## src/rtl/ac_match_collector.sv

```systemverilog
// Aho-Corasick match collector: registers the automaton state, looks up accept/pattern-id
// and queues {position, pid} match records in a first-word-fall-through FIFO.
module ac_match_collector #(
    parameter int STATE_W    = 8,
    parameter int PID_W      = 4,
    parameter int POS_W      = 16,
    parameter int CNT_W      = 16,
    parameter int FIFO_DEPTH = 8,
    // ROM image, entry i at bits [i*8 +: 8]: bit 7 = accept, bits [PID_W-1:0] = pattern id
    parameter logic [(2**STATE_W)*8-1:0] ACCEPT_ROM = '0
) (
    input  logic               CLK,
    input  logic               RST,
    input  logic               INITIALIZE,
    input  logic               SYM_VALID,
    input  logic [STATE_W-1:0] NOW_STATE,
    input  logic               EN_MATCH,
    output logic [STATE_W-1:0] STATE_Q,
    output logic               M_VALID,
    input  logic               M_READY,
    output logic [POS_W-1:0]   M_POS,
    output logic [PID_W-1:0]   M_PID,
    output logic [CNT_W-1:0]   MATCH_CNT,
    output logic               OVERFLOW
);

    localparam int AW    = $clog2(FIFO_DEPTH);
    localparam int REC_W = POS_W + PID_W;

    logic [STATE_W-1:0] state_q;
    logic [POS_W-1:0]   pos_q;
    logic [CNT_W-1:0]   cnt_q;
    logic               ovf_q;
    logic [AW:0]        wr_ptr_q;
    logic [AW:0]        rd_ptr_q;
    logic [REC_W-1:0]   mem_q [FIFO_DEPTH];

    logic               clr;
    logic               rom_accept;
    logic [PID_W-1:0]   rom_pid;
    logic               hit;
    logic               empty;
    logic               full;
    logic               pop;
    logic               push;
    logic [REC_W-1:0]   head;

    assign clr        = !RST || INITIALIZE;
    assign rom_accept = ACCEPT_ROM[{NOW_STATE, 3'd7}];
    assign rom_pid    = ACCEPT_ROM[{NOW_STATE, 3'd0} +: PID_W];
    assign hit        = SYM_VALID && EN_MATCH && rom_accept;

    // Wrap bit distinguishes full from empty when the index bits are equal.
    assign empty = (wr_ptr_q == rd_ptr_q);
    assign full  = (wr_ptr_q[AW] != rd_ptr_q[AW]) && (wr_ptr_q[AW-1:0] == rd_ptr_q[AW-1:0]);
    assign pop   = !clr && !empty && M_READY;
    assign push  = !clr && hit && (!full || pop);

    always_ff @(posedge CLK) begin
        if (clr) begin
            state_q  <= '0;
            pos_q    <= '0;
            cnt_q    <= '0;
            ovf_q    <= 1'b0;
            wr_ptr_q <= '0;
            rd_ptr_q <= '0;
        end else begin
            if (SYM_VALID) begin
                state_q <= NOW_STATE;
                pos_q   <= pos_q + 1'b1;
            end
            if (hit && (cnt_q != '1)) begin
                cnt_q <= cnt_q + 1'b1;
            end
            if (hit && full && !pop) begin
                ovf_q <= 1'b1;
            end
            if (push) begin
                wr_ptr_q <= wr_ptr_q + 1'b1;
            end
            if (pop) begin
                rd_ptr_q <= rd_ptr_q + 1'b1;
            end
        end
    end

    // Record storage needs no reset: it is only observed through the pointers.
    always_ff @(posedge CLK) begin
        if (push) begin
            mem_q[wr_ptr_q[AW-1:0]] <= {pos_q, rom_pid};
        end
    end

    assign head      = mem_q[rd_ptr_q[AW-1:0]];
    assign STATE_Q   = state_q;
    assign M_VALID   = !empty;
    assign M_POS     = empty ? '0 : head[REC_W-1:PID_W];
    assign M_PID     = empty ? '0 : head[PID_W-1:0];
    assign MATCH_CNT = cnt_q;
    assign OVERFLOW  = ovf_q;

endmodule

```

## config.mk

```make
export PLATFORM = sky130hd
export DESIGN_NAME = ac_match_collector
export DESIGN_NICKNAME = d
export VERILOG_FILES = /design/src/rtl/ac_match_collector.sv
export SDC_FILE = /design/constraint.sdc
export NUM_CORES = 1
export LEC_CHECK = 0
export CORE_UTILIZATION = 33
export DETAILED_ROUTE_END_ITERATION = 10
export PLACE_DENSITY_LB_ADDON = 0.05
export SLEW_MARGIN = 25
export SYNTH_ARGS = -nofsm -noshare
export SYNTH_HDL_FRONTEND = slang
export SYNTH_SLANG_ARGS = --single-unit
```

## constraint.sdc

```tcl
create_clock -name CLK -period 1.7 [get_ports CLK]
set_input_delay 0.425 -clock CLK [delete_from_list [all_inputs] [get_ports CLK]]
set_output_delay 0.425 -clock CLK [all_outputs]
set_load 0.005 [all_outputs]
```

==> summary.txt, run 1 <==
Clock network
  – Max Root-Sink Buffers: 2
  – CTS sink count: 12
  – Number of CTS-inserted buffers: 3
  – Skew-Pair Late Insertion Delay: 0.26 ns
  – H-tree level count: 1
  – Post-CTS setup buffers: 0
  – Root Buffer Master: clkbuf_4
  – Worst-path clk slew: 0.08 ns
  – CTS tree: yes

GRT
  – Initial antenna violation count: 0
  – Global-route usage over all layers: 0.0903
  – Vias in the first global route: 412
  – Grt ovf: 0
  – Largest net degree at the start of global routing: 13
  – First-pass GRT wire length: 1.73 mm

Timing
  – RSZ-0062 raised after global routing: yes
  – Max Slew Vio Count: 0
  – Setup violators final: 0
  – Worst setup margin: 0.0732 ns
  – Shortest period the worst path allows: 1.63 ns
  – Fin Clk Skew: 0.00458 ns
  – Maximum clock rate: 615 MHz
  – Setup TNS: 0 ns
  – Final hold vios: 0
  – Period utilisation layout: 0.957

Place
  – IO Port Bufs: 21
  – Post-Place Cells: 141
  – Hpwl dp: 904 µm
  – Pre-CTS setup slack: -0.00130 ns
  – Placement-stage cell area: 910 µm²
  – Final RePlAce weighted congestion: 0.638

Logic synthesis
  – Syn_area_per_cell: 8.67 µm²
  – Mapped Cells: 89
  – Async S/R FF share, synth: 0
  – Post-synth cell types: 18
  – Synthesized cell area: 772 µm²
  – Post-synth top area share: 0.360
  – Cell taking the most area after synthesis: buf_4
  – Top post-synthesis cells by area: buf_4, dfxtp_1, mux2i_1
  – Main synth FF type: dfxtp_1
  – Post-synthesis sequential area ratio: 0.311
  – Most frequent cells after synthesis: buf_4, dfxtp_1, nor2_1
  – Ys Warns: 0
  – Yosys reg bits: 12
  – Post-synth EDFFs: 0
  – Top-count cell post-synth: buf_4

Worst setup path
  – Worst-path cell chain: inv_2 > ha_4 > nor3b_4 > inv_1 > buf_2
  – Maximum fanout along the worst path: 4
  – Worst Setup End Kind: output port
  – CP startpoint kind: flop
  – Reg2Reg Setup Slack: 0.48 ns
  – Data required, critical path: 1.27 ns
  – Arr. time, crit path: 1.20 ns
  – Critical R2R Launch: rd_ptr_q[0]
  – R2R depth: 5
  – Critical path type: reg2out
  – CP peak stage delay: 0.33 ns
  – Slowest CP cell: dfxtp_2
  – Worst reg2reg path endpoint: rd_ptr_q[2]

Detailed routing
  – Vias: 514
  – DR WL/cell: 7.85 µm
  – DRT antenna net count: 0
  – Drt drc: 0
  – Post-DR vias/cell: 3.54
  – Drt pass-1 iters: 4
  – WL final: 1.14 mm
  – DRT iter0 DRCs: 5

Power and ir drop
  – Clock Power Share: 0.369
  – Cell internal pwr: 0.000465 W
  – Psw: 0.000136 W
  – Pwr dens: 624 nW/µm²
  – Switching power share of the total: 0.226
  – Largest vdd supply drop: 0.312 mV
  – LEAKAGE: 0.464 nW
  – Sequential power share: 0.482
  – Comb pwr share: 0.148

Die
  – Die width: 50.4 µm
  – Die Y-Extent: 50.4 µm
  – DIE AREA: 2540 µm²
  – Core ar.: 2210 µm²
  – I/O pins: 60
  – Num rows: 17
  – Initial Util: 0.349

Hold path
  – Hold depth: 2
  – Worst hold path startpoint: STATE_Q[1]
  – HP Class: reg2reg
  – Min-Delay Endpoint: STATE_Q[1]

Status
  – Status: complete, no violations

Final layout
  – Nets: 134
  – Fraction of layout cells with a size suffix above 1: 0.154
  – Ant. Diodes: 0
  – P&R area growth vs syn: 24.6%
  – Finished layout cell area: 962 µm²
  – Finished Layout Cells: 145

Flow run
  – Max Cap Viol: 0
==> cell usage in the layout, fill, tap and decap left out, drive strengths merged, types with 2 or more instances in the layout <==
cell type and count:
conb 37, inv 4, nor2 9, buf 7, nand3 2, clkbuf 4
mux2i 8, clkdlybuf4s50 20, nand2 2, dfxtp 12, o21ai 2, a21oi 3
ha 2
==> critical path: cells and delay by family (launching register included) <==
kind          cells  cell delay, ns
fa+ha+maj         1            0.12
buf+inv           3            0.28
flops             1            0.33
simple gates      1            0.21
==> state kept, by name (all words and copies together) (netlist names) <==
register and flops:
STATE_Q 8, rd_ptr_q 4
==> power by group through the flow <==
| stage | sequential, W | clock, W | combinational (W) |
|---|---|---|---|
| 2_1_floorplan | 0.000297 | 0 | 0.000102 |
| 4_1_cts | 0.000290 | 0.000235 | 0.0000892 |
| 6_report | 0.000290 | 0.000222 | 0.0000892 |
| 3_3_place_gp | 0.000296 | 0 | 0.0000891 |
| 5_1_grt | 0.000291 | 0.000250 | 0.0000999 |
| 3_5_place_dp | 0.000297 | 0 | 0.0000889 |
==> per-stage QoR <==
stage	hold slack (ns)	utilization	power [W]
6_report	0.492	0.435	0.000601
2_1_floorplan	0.480	-	0.000399
4_1_cts	0.501	0.430	0.000614
3_5_place_dp	0.481	0.411	0.000385
5_1_grt	0.527	0.435	0.000641
3_3_place_gp	0.473	0.411	0.000385
==> timing repair <==
| item | CTS | global route |
|---|---|---|
| hold buffers | 0 | 0 |
| pin swaps | 0 | 1 |
| gates resized for setup | 8 | 3 |
| setup endpoints to repair | 1 | 1 |
==> layout make-up <==
type | instances | area [µm²]
clock buffers | 4 | 36.3
flip-flops and latches | 12 | 243
repair buffers | 27 | 250
fillers | 246 | 1250
multi-input cells | 70 | 383
well taps | 28 | 35.0
inverters | 4 | 15.0
==> worst max path at each step <==
stage | startpoint | endpoint | cells past startpoint
5_1_grt | rd_ptr_q[0] | M_VALID | 5
3_3_place_gp | rd_ptr_q[0] | M_VALID | 5
4_1_cts | rd_ptr_q[0] | M_VALID | 5
2_1_floorplan | rd_ptr_q[0] | rd_ptr_q[2] | 5
3_5_place_dp | rd_ptr_q[0] | M_VALID | 5
6_report | rd_ptr_q[0] | M_VALID | 5
==> logic make-up after synthesis <==
logic type / after synthesis / share of synthesized area
AO/OA/AOI/OAI: 5 / 0.0373
XOR/XNOR: 1 / 0.0113
adder cells (fa/ha/maj): 2 / 0.0324
buffers and inverters: 43 / 0.392
flip-flops: 12 / 0.311
multiplexers: 8 / 0.104
other: 1 / 0.00486
AND/OR/NAND/NOR: 17 / 0.107
==> metal layers <==
metal | global-route usage | share of wire
met4 | 0.0417 | 0
met1 | 0.106 | 0.47
met3 | 0.0364 | 0.11
met2 | 0.142 | 0.42
met5 | 0 | 0
Note: power is estimated with default switching activity, not from simulation.
==> run 2: changes to the inputs <==
PLACE_DENSITY = 0.8   (was unset)
PLACE_DENSITY_LB_ADDON = unset   (was 0.05)
==> summary.txt, run 2 (same netlist as run 1, synthesis figures left out) <==
Timing
  – Setup TNS: 0 ns (unchanged)
  – Maximum clock rate: 618 MHz (+0.57%)
  – Shortest period the worst path allows: 1.62 ns (-0.00924 ns)
  – Fin Clk Skew: 0.000503 ns (-0.00408 ns)
  – Final hold vios: 0 (unchanged)
  – Setup violators final: 0 (unchanged)
  – Max Slew Vio Count: 0 (unchanged)
  – Period utilisation layout: 0.952 (-0.00543)

Worst setup path
  – CP peak stage delay: 0.33 ns (about the same)
  – Data required, critical path: 1.27 ns (about the same)
  – Most used cell, CP: inv_2
  – Maximum fanout along the worst path: 3 (-1)
  – CP startpoint kind: flop
  – Slowest CP cell: dfxtp_2
  – Arr. time, crit path: 1.19 ns (about the same)
  – Worst-path cell chain: inv_2 > ha_4 > nor3b_4 > inv_2 > buf_2
  – Worst Setup End Kind: output port
  – Critical path type: reg2out
  – R2R depth: 6 (+1)

Die
  – DIE AREA: 2540 µm² (unchanged)
  – Die Y-Extent: 50.4 µm (unchanged)
  – Num rows: 17 (unchanged)
  – Core ar.: 2210 µm² (unchanged)
  – I/O pins: 60 (unchanged)
  – Die width: 50.4 µm (unchanged)
  – Initial Util: 0.349 (unchanged)

Place
  – IO Port Bufs: 21 (unchanged)
  – Placement-stage cell area: 895 µm² (-1.7%)
  – Hpwl dp: 886 µm (-2.0%)
  – Final RePlAce weighted congestion: 0.568 (-11%)

Final layout
  – Commonest non-fill, non-tap cell in the layout: conb_1
  – Fill count: 213 (-13%)
  – Leading cell types in the layout, fill and taps excluded: conb_1, clkdlybuf4s50_1, dfxtp_1, nor2_1, mux2i_1
  – Finished layout cell area: 970 µm² (+0.78%)
  – Nets: 135 (+0.75%)
  – P&R area growth vs syn: 25.6%
  – Fraction of layout cells with a size suffix above 1: 0.169 (+0.0156)
  – Max reg flops: 8 (unchanged)
  – Ant. Diodes: 0 (unchanged)

GRT
  – Initial antenna violation count: 0 (unchanged)
  – Global-route usage over all layers: 0.0998 (+0.00953)
  – First-pass GRT wire length: 1.77 mm (+2.8%)
  – Largest net degree at the start of global routing: 13 (unchanged)
  – Grt ovf: 0 (unchanged)
  – Vias in the first global route: 413 (+0.24%)

Power and ir drop
  – LEAKAGE: 0.465 nW (+0.21%)
  – Total design power: 0.000605 W (+0.70%)
  – Pwr dens: 624 nW/µm² (about the same)
  – Switching power share of the total: 0.233 (+0.00713)
  – Sequential power share: 0.479 (-0.003)
  – Largest vdd supply drop: 0.347 mV (+11%)
  – Cell internal pwr: 0.000464 W (-0.23%)
  – Comb pwr share: 0.145 (-0.003)
  – Psw: 0.000141 W (+3.9%)
  – Clock Power Share: 0.376 (+0.007)

Detailed routing
  – DRT antenna net count: 0 (unchanged)
  – Vias: 556 (+8.2%)
  – DR WL/cell: 8.29 µm (+5.7%)
  – DRT iter0 DRCs: 4 (-1)
  – Post-DR vias/cell: 3.81 (+7.4%)
  – WL final: 1.21 mm (+6.4%)
  – Drt pass-1 iters: 2 (-2)
  – Drt drc: 0 (unchanged)

Clock network
  – CTS sink count: 12 (unchanged)
  – H-tree level count: 1 (unchanged)
  – Number of CTS-inserted buffers: 3 (unchanged)
  – Max Root-Sink Buffers: 2 (unchanged)
  – Worst-path clk slew: 0.07 ns (about the same)
  – Skew-Pair Late Insertion Delay: 0.27 ns (about the same)
  – CTS tree: yes
  – Root Buffer Master: clkbuf_4

Flow run
  – Max Cap Viol: 0 (unchanged)

Hold path
  – Hold depth: 2 (unchanged)
  – HP Class: reg2reg

Status
  – Status: complete, no violations
-- run 2: through the flow --
| stage | utilization | hold slack [ns] | cells | setup WS, ns |
|---|---|---|---|---|
| finish | 0.438 | 0.490 | 146 | 0.0824 |
| global route | 0.438 | 0.517 | 146 | -0.000400 |
| CTS | 0.425 | 0.501 | 144 | 0.0475 |
| detailed placement | 0.404 | 0.483 | 139 | -0.0505 |
| global placement | 0.404 | 0.471 | 139 | -0.00691 |
| floorplan | - | 0.480 | 125 | 0.456 |
-- run 2: cell type report --
type / count / area, µm² / area share
multi-input cells: 70 / 383 / 0.395
flip-flops and latches: 12 / 243 / 0.250
well taps: 28 / 35.0 / 0.0361
repair buffers: 28 / 258 / 0.266
clock buffers: 4 / 36.3 / 0.0374
inverters: 4 / 15.0 / 0.0155
-- run 2: worst paths after layout --
| kind | slack, ns | startpoint | to |
|---|---|---|---|
| setup / recovery | 0.08 | rd_ptr_q[0] | M_VALID |
| hold / removal | 0.49 | STATE_Q[2] | STATE_Q[2] |
| setup reg to reg | 0.33 | rd_ptr_q[0] | rd_ptr_q[2] |
| hold reg to reg | 0.49 | STATE_Q[2] | STATE_Q[2] |
-- run 2: worst max-delay path: cells and delay by family, from the launching register on --
| kind | cells | cell delay (ns) |
|---|---|---|
| simple gates | 1 | 0.23 |
| fa+ha+maj | 1 | 0.12 |
| flops | 1 | 0.33 |
| buf+inv | 3 | 0.24 |
-- run 2: power by group through the flow --
stage / clock [W] / combinational [W] / sequential (W)
after floorplan: 0 / 0.000102 / 0.000297
after global placement: 0 / 0.0000857 / 0.000296
after detailed placement: 0 / 0.0000867 / 0.000297
after CTS: 0.000237 / 0.0000872 / 0.000290
after global routing: 0.000255 / 0.0000986 / 0.000291
final: 0.000227 / 0.0000875 / 0.000290
-- run 2: layer usage --
| layer | vias to the layer above | part of all wire | track usage | routed length (µm) |
|---|---|---|---|---|
| met5 | - | 0 | 0 | 0 |
| met4 | 0 | 0 | 0.0417 | 0 |
| met3 | 0 | 0.13 | 0.0667 | 155 |
| met2 | 43 | 0.53 | 0.171 | 638 |
| met1 | 246 | 0.34 | 0.0917 | 417 |
| li1 | 267 | - | - | - |
-- run 2: timing repair --
action                     in CTS  in global routing
setup endpoints to repair       1                  1
resized for setup               8                  4
hold buffers                    0                  0
buffers inserted                1                  2
pin swaps                       0                  1
==> run 3: changes to the inputs <==
CORE_UTILIZATION = 35   (was 33)
PLACE_DENSITY = 0.84   (was 0.8)
clock period = 2 ns   (was 1.7 ns; I/O delays follow)
==> summary.txt, run 3 (same netlist as run 1, synthesis figures left out) <==
Status
  – Status: complete, no violations

Detailed routing
  – Drt pass-1 iters: 2 (unchanged)
  – Post-DR vias/cell: 3.73 (-2.0%)
  – DRT iter0 DRCs: 5 (+1)
  – Drt drc: 0 (unchanged)
  – WL final: 1.15 mm (-5.1%)
  – DR WL/cell: 8.27 µm (-0.34%)
  – Vias: 519 (-6.7%)
  – DRT antenna net count: 0 (unchanged)

Power and ir drop
  – Largest vdd supply drop: 0.211 mV (-39%)
  – LEAKAGE: 0.435 nW (-6.4%)
  – Sequential power share: 0.538 (+0.059)
  – Cell internal pwr: 0.000351 W (-24%)
  – Switching power share of the total: 0.233 (+0.000351)
  – Comb pwr share: 0.157 (+0.012)
  – Clock Power Share: 0.305 (-0.071)
  – Pwr dens: 504 nW/µm² (-19%)
  – Psw: 0.000107 W (-24%)

GRT
  – Initial antenna violation count: 0 (unchanged)
  – Global-route usage over all layers: 0.0963 (-0.00348)
  – Vias in the first global route: 390 (-5.6%)
  – First-pass GRT wire length: 1.75 mm (-1.6%)
  – Largest net degree at the start of global routing: 13 (unchanged)
  – Grt ovf: 0 (unchanged)

Worst setup path
  – Worst reg2reg path endpoint: rd_ptr_q[2]
  – Critical R2R Launch: rd_ptr_q[0]
  – Worst Setup SP: rd_ptr_q[0]
  – CP startpoint kind: flop
  – R2R depth: 5 (-1)
  – Data required, critical path: 1.50 ns (+0.23 ns)
  – Critical path type: reg2out
  – Arr. time, crit path: 1.36 ns (+0.17 ns)
  – Worst Setup End Kind: output port
  – Maximum fanout along the worst path: 4 (+1)
  – Reg2Reg Setup Slack: 0.71 ns (+0.38 ns)

Die
  – Num rows: 16 (-1)
  – Die Y-Extent: 49.0 µm (-2.8%)
  – Core ar.: 2020 µm² (-8.6%)
  – Die width: 49.0 µm (-2.8%)
  – I/O pins: 60 (unchanged)
  – Initial Util: 0.382 (+0.0328)
  – DIE AREA: 2400 µm² (-5.5%)

Timing
  – Maximum clock rate: 537 MHz
  – Final hold vios: 0 (unchanged)
  – Shortest period the worst path allows: 1.86 ns
  – Setup violators final: 0 (unchanged)
  – Fin Clk Skew: 0.000861 ns (+0.000358 ns)
  – Period utilisation layout: 0.930
  – Max Slew Vio Count: 0 (unchanged)
  – RSZ-0062 raised after global routing: no
  – Setup TNS: 0 ns (unchanged)

Hold path
  – HP Class: reg2reg
  – Min-Delay Endpoint: STATE_Q[4]
  – Hold depth: 2 (unchanged)
  – Worst hold path startpoint: STATE_Q[4]

Final layout
  – Max reg flops: 8 (unchanged)
  – Commonest non-fill, non-tap cell in the layout: conb_1
  – P&R area growth vs syn: 17.7%
  – Fraction of layout cells with a size suffix above 1: 0.0893 (-0.0802)
  – Nets: 130 (-3.7%)
  – Ant. Diodes: 0 (unchanged)
  – Finished layout cell area: 908 µm² (-6.3%)
  – Final core occ: 0.449 (+0.0109)
  – Finished Layout Cells: 139 (-4.8%)
  – Leading cell types in the layout, fill and taps excluded: conb_1, clkdlybuf4s50_1, dfxtp_1, nor2_1, mux2i_1

Flow run
  – Max Cap Viol: 0 (unchanged)

Clock network
  – Max Root-Sink Buffers: 2 (unchanged)
  – CTS tree: yes
  – H-tree level count: 1 (unchanged)
  – CTS sink count: 12 (unchanged)
  – Root Buffer Master: clkbuf_4
  – Worst-path clk slew: 0.06 ns (about the same)
  – # hold bufs at CTS: 0 (unchanged)
  – Skew-Pair Late Insertion Delay: 0.26 ns (about the same)
  – Number of CTS-inserted buffers: 3 (unchanged)

Place
  – Final RePlAce weighted congestion: 0.642 (+13%)
  – Hpwl dp: 925 µm (+4.3%)
  – Post-Place Cells: 134 (-3.6%)
  – Placement-stage cell area: 863 µm² (-3.5%)
  – IO Port Bufs: 21 (unchanged)
==> run 3: routing by layer <==
metal | up-vias | global-route usage | share of wire
met2 | 38 | 0.171 | 0.49
met3 | 3 | 0.0436 | 0.11
met1 | 221 | 0.101 | 0.38
li1 | 257 | - | -
met5 | - | 0 | 0
met4 | 0 | 0.0294 | 0.012
==> run 3: power by group through the flow <==
stage	logic [W]	registers [W]	clock network (W)
floorplan	0.0000867	0.000253	0
global placement	0.0000693	0.000252	0
detailed placement	0.0000704	0.000252	0
CTS	0.0000707	0.000246	0.000144
global route	0.0000798	0.000247	0.000150
finish	0.0000717	0.000246	0.000140
==> run 3: timing repair <==
action | CTS | global route
setup endpoints to repair | 1 | 1
gates resized for setup | 3 | 2
setup buffers | 2 | 0
==> run 3: worst max path at each step <==
stage / cells past startpoint / slack [ns] / endpoint
final: 5 / 0.14 / M_VALID
after global routing: 5 / 0.02 / M_VALID
after CTS: 5 / 0.11 / M_VALID
after detailed placement: 5 / 0.13 / M_VALID
after global placement: 5 / 0.16 / M_VALID
after floorplan: 4 / 0.69 / M_VALID
==> run 3: cell type report <==
cell class,instances,area (µm²)
clock buffer,3,22.5
fill,200,1110
inverter,4,15.0
multi-input combinational,70,370
sequential,12,243
tap,27,33.8
timing repair buffer,23,224
==> run 3: per-stage QoR <==
step	hold slack [ns]	setup slack [ns]	power (W)
floorplan	0.480	0.692	0.000339
global route	0.532	0.0238	0.000477
finish	0.496	0.139	0.000458
detailed placement	0.485	0.125	0.000322
global placement	0.474	0.162	0.000321
CTS	0.500	0.108	0.000461
==> run 3: critical path, stage by stage (launching register included) <==
cell and delay, ns:
dfxtp_2 0.32, inv_1 0.07, ha_1 0.15, nor3b_4 0.24
inv_2 0.06, dlygate4sd2_1 0.26
